## src/rtl/gate_bank_reg.sv

```systemverilog
// rtl/gate_bank_reg.sv - registered bank of and2, and16 and 1-to-2 dmux built from nand2
//
// Purpose:
//   Evaluates three gate primitives combinationally and captures their results
//   into output registers on an enable strobe. A valid flag goes high for the
//   cycle after each capture.
//
// Optional feature macro: GATE_BANK_COMB_TAP_EN
//   When defined, the unregistered core values are exported on
//   y_and_c, y16_and_c, a_out_c and b_out_c. Registered behaviour is the same
//   in both builds.
//
// Ports:
//   clk        in   1   rising-edge clock
//   rst_n      in   1   synchronous active-low reset, overrides en
//   en         in   1   capture strobe
//   a, b       in   1   and2 operands
//   a16, b16   in   16  and16 operands
//   in         in   1   dmux data input
//   sel        in   1   dmux select (0 -> a_out, 1 -> b_out)
//   y_and      out  1   registered a & b
//   y16_and    out  16  registered a16 & b16
//   a_out      out  1   registered in & ~sel
//   b_out      out  1   registered in & sel
//   out_valid  out  1   high for the cycle after a capture
//   y_and_c, y16_and_c, a_out_c, b_out_c (macro builds only): unregistered core

module gate_bank_reg (
  input  logic        clk,
  input  logic        rst_n,
  input  logic        en,
  input  logic        a,
  input  logic        b,
  input  logic [15:0] a16,
  input  logic [15:0] b16,
  input  logic        in,
  input  logic        sel,
  output logic        y_and,
  output logic [15:0] y16_and,
  output logic        a_out,
  output logic        b_out,
  output logic        out_valid
`ifdef GATE_BANK_COMB_TAP_EN
  ,
  output logic        y_and_c,
  output logic [15:0] y16_and_c,
  output logic        a_out_c,
  output logic        b_out_c
`endif
);

  // Every gate in the core reduces to this single primitive.
  function automatic logic f_nand2(input logic x, input logic y);
    return ~(x & y);
  endfunction

  function automatic logic f_not(input logic x);
    return f_nand2(x, x);
  endfunction

  function automatic logic f_and2(input logic x, input logic y);
    return f_not(f_nand2(x, y));
  endfunction

  logic        w_and2;
  logic [15:0] w_and16;
  logic        w_sel_n;
  logic        w_dmux_a;
  logic        w_dmux_b;

  logic        r_y_and;
  logic [15:0] r_y16_and;
  logic        r_a_out;
  logic        r_b_out;
  logic        r_out_valid;

  assign w_and2 = f_and2(a, b);

  // Sixteen independent and2 paths; no bit sees any other bit.
  for (genvar g = 0; g < 16; g++) begin : g_and16
    assign w_and16[g] = f_and2(a16[g], b16[g]);
  end

  // sel steers 'in' to exactly one leg, so both legs are 0 when in = 0.
  assign w_sel_n  = f_not(sel);
  assign w_dmux_a = f_and2(in, w_sel_n);
  assign w_dmux_b = f_and2(in, sel);

  always_ff @(posedge clk) begin
    if (!rst_n) begin
      r_y_and     <= 1'b0;
      r_y16_and   <= 16'h0000;
      r_a_out     <= 1'b0;
      r_b_out     <= 1'b0;
      r_out_valid <= 1'b0;
    end else if (en) begin
      r_y_and     <= w_and2;
      r_y16_and   <= w_and16;
      r_a_out     <= w_dmux_a;
      r_b_out     <= w_dmux_b;
      r_out_valid <= 1'b1;
    end else begin
      // Data registers hold; the valid flag only marks fresh captures.
      r_out_valid <= 1'b0;
    end
  end

  assign y_and     = r_y_and;
  assign y16_and   = r_y16_and;
  assign a_out     = r_a_out;
  assign b_out     = r_b_out;
  assign out_valid = r_out_valid;

`ifdef GATE_BANK_COMB_TAP_EN
  assign y_and_c   = w_and2;
  assign y16_and_c = w_and16;
  assign a_out_c   = w_dmux_a;
  assign b_out_c   = w_dmux_b;
`endif

endmodule

```

## config.mk

```make
export PLATFORM = sky130hd
export DESIGN_NAME = gate_bank_reg
export DESIGN_NICKNAME = d
export VERILOG_FILES = /design/src/rtl/gate_bank_reg.sv
export SDC_FILE = /design/constraint.sdc
export NUM_CORES = 1
export LEC_CHECK = 0
export CORE_AREA = 2 2 51 53
export CTS_CLUSTER_DIAMETER = 30
export CTS_CLUSTER_SIZE = 25
export DETAILED_ROUTE_END_ITERATION = 16
export DIE_AREA = 0 0 53 55
export HOLD_SLACK_MARGIN = 0.02
export PLACE_DENSITY = 0.88
export SYNTH_ARGS = -nofsm -noshare
export SYNTH_HDL_FRONTEND = slang
export SYNTH_SLANG_ARGS = --single-unit
```

## constraint.sdc

```tcl
create_clock -name clk -period 1.6 [get_ports clk]
set_input_delay 0.24 -clock clk [delete_from_list [all_inputs] [get_ports clk]]
set_output_delay 0.24 -clock clk [all_outputs]
set_load 0.05 [all_outputs]
```

==> metrics.md <==
| Metric | Value |
|---|---|
| Outcome | complete, no violations |
| FF+latch area | 400 um2 |
| Period utilization | roughly 70% |
| Critical path capture point type | output port |
| Worst-Skew Late Latency | between 200 and 300 ps |
| RSZ-0062 raised after global routing | no |
| CTS Buf Count | 3 |
| CTS tree | yes |
| Clk Tree Root Cell | clkbuf_4 |
| Die Area | around 3000 um2 |
| Crit-path max cell delay | 360 ps |
| Initial antenna violation count | 0 |
| Congestion Overflow GR | 0 |
| N_diodes | 0 |
| Post-route minimum period | between 1000 and 1500 ps |
| Drt pass-1 iters | 2 |
| Setup TNS | 0 ps |
| CP delay by family, top | flip-flops |
| Core area | 2360 um2 |
| Mapped Avg Cell Area | around 9.4 um2 |
| H-tree depth | 1 |
| Hold Vio Cnt, Final | 0 |
| Gates resized, CTS repair | 0 |
| Vias in the first global route | roughly 770 |
| Layout cells sized above 1 | between 15 and 20% |
| Synth Cell Area | 801 um2 |
| HP Class | reg2reg |
| CP required | about 1400 ps |
| Fmax | about 920 MHz |
| Clk buf depth | 2 |
| Vias/cell | 4.86 |
| Initial DRC count | 5 |
| Final RePlAce weighted congestion | around 0.65 |
| Initial core utilization | between 30% and 40% |
| Power per cell area | 733 nW/um2 |
| Nets | 183 |
| R2r startpoint | y16_and[2]$_SDFFE_PN0P_ |
| Layout area overhead | 70.3% |
| Fin util | 57.7% |
| Setup Skew | 0 ps |
| DP HPWL | ~1.6 mm |
| CP max stage cell | dfxtp_1 |
| Per-cell routed wire length | 11.6 um |
| HP Start | y16_and[0]$_SDFFE_PN0P_ |
| Max transition margin | just under 90% |
| Max Cap Viol | 0 |
| Yosys reg bits | 20 |
| CP bufs+invs | 1 |
| R2r endpoint | y16_and[2]$_SDFFE_PN0P_ |
| DRC viols | 0 |
| Pleak | between 0.6 and 0.7 nW |
| Register area share after synthesis | 50.0% |
| Post-Route WL | 1.99 mm |
| Startpoint Class | register |
| Area of the multi-input gates | roughly 340 um2 |
| Worst slew pin tran | roughly 180 ps |
| CTS sink count | 20 |
| IO Port Bufs | 58 |
| Die X | ~53 um |
| Vias | around 840 |
| Fin area | between 1000 and 1500 um2 |
| Largest net degree at the start of global routing | 21 |
| Peak VDD IR | around 0.00046 V |
| FF-to-FF path depth | 2 |
| GRT Overall Usage | between 10% and 20% |
| Postcts setup bufs | 0 |
| Finish-stage setup viols | 0 |
| Post-Place Setup Slack | 303 ps |
| Ports | ~60 |
| CP Cell Sequence | buf_4 |
| Final worst hold slack | 475 ps |
| Critical path peak fanout | 2 |
| Hold_buf cts | 0 |
| R2R Setup Slk | between 800 and 900 ps |
| Syn Nets | 124 |
| # rows | 18 |
| Die Span Y | around 55 um |
| Crit path to | y_and |
| Final Slew Violations | 0 |
| Unique masters post-synth | 12 |
| Number of routed nets with antenna violations | 0 |
| Placed Area | ~1300 um2 |
| First-pass GRT wire length | between 3 and 4 mm |
| CTS clock-pin slew for the worst setup and hold paths | 100 ps |
| Crit path launch | y_and$_SDFFE_PN0P_ |
| CP Data Arrival Time | between 800 and 900 ps |
| Critical path type | reg2out |
| Critical Path Stages | 1 |
| # fillers | around 200 |
| Worst setup margin | 511 ps |
| Synth warnings | 0 |
| Post-Synthesis Cells | between 80 and 90 |
## layout make-up
cell class                 count  share of cell area, %
clock buffer                   3                   1.65
multi-input combinational     57                   25.1
sequential                    20                   29.4
tap                           30                   2.75
timing repair buffer          62                   41.1
## cells in the mapped netlist
master | instances | area share [%]
dfxtp_1 | 20 | 50
nand2_1 | 18 | 8.4
nand3b_1 | 18 | 17
nand4_1 | 17 | 13
buf_4 | 5 | 4.7
a32o_1 | 1 | 1.3
and2_4 | 1 | 1.1
buf_2 | 1 | 0.62
buf_6 | 1 | 1.4
clkbuf_1 | 1 | 0.47
nand4b_1 | 1 | 1.1
nor2b_1 | 1 | 0.78
## cell families (layout without fill, tap and decap cells)
kind of cell | Yosys count | after routing | share of synthesized area [%]
compound gates | 1 | 1 | 1.25
flops | 20 | 20 | 50.0
simple gates | 56 | 56 | 41.6
buf+inv | 8 | 65 | 7.19
## power breakdown
group,switching [mW],internal [mW]
sequential,0.0107,0.518
combinational,0.124,0.130
clock,0.129,0.0872
## stage by stage
stage          std cells  power [mW]
6_report             172       0.999
3_5_place_dp         169       0.795
2_1_floorplan         85       0.663
5_1_grt              172        1.06
4_1_cts              172        1.02
3_3_place_gp         169       0.790
## worst min path at each step
stage	endpoint	slack [ps]	depth (start not counted)
floorplan	b_out$_SDFFE_PN0P_	390	2
global placement	y16_and[12]$_SDFFE_PN0P_	460	2
detailed placement	y16_and[13]$_SDFFE_PN0P_	460	2
CTS	y16_and[11]$_SDFFE_PN0P_	480	2
global route	y16_and[13]$_SDFFE_PN0P_	500	2
finish	y16_and[0]$_SDFFE_PN0P_	480	2
## sequential cells by signal, summed over array words and instances, names as in the netlist
name / count
b_out: 1
a_out: 1
y_and: 1
out_valid: 1
y16_and: 16
## placed cells by master (no fill, tap or decap)
| cell type | Yosys | layout |
|---|---|---|
| dfxtp_1 | 20 | 20 |
| a32o_1 | 1 | 1 |
| nand2_1 | 18 | 18 |
| nand4b_1 | 1 | 1 |
| and2_4 | 1 | 1 |
| nand4_1 | 17 | 17 |
| clkdlybuf4s50_1 | 0 | 38 |
| nor2b_1 | 1 | 1 |
| clkbuf_4 | 0 | 3 |
| buf_4 | 5 | 24 |
| nand3b_1 | 18 | 18 |
## routing by layer
metal | vias up | GRT usage, % | share of wire, %
li1 | 420 | - | -
met1 | 371 | 17.1 | 43
met2 | 43 | 25.8 | 48
met3 | 2 | 2.96 | 8.1
met4 | 0 | 6.41 | 0.65
met5 | - | 0 | 0
Note: power is estimated with default switching activity, not from simulation.
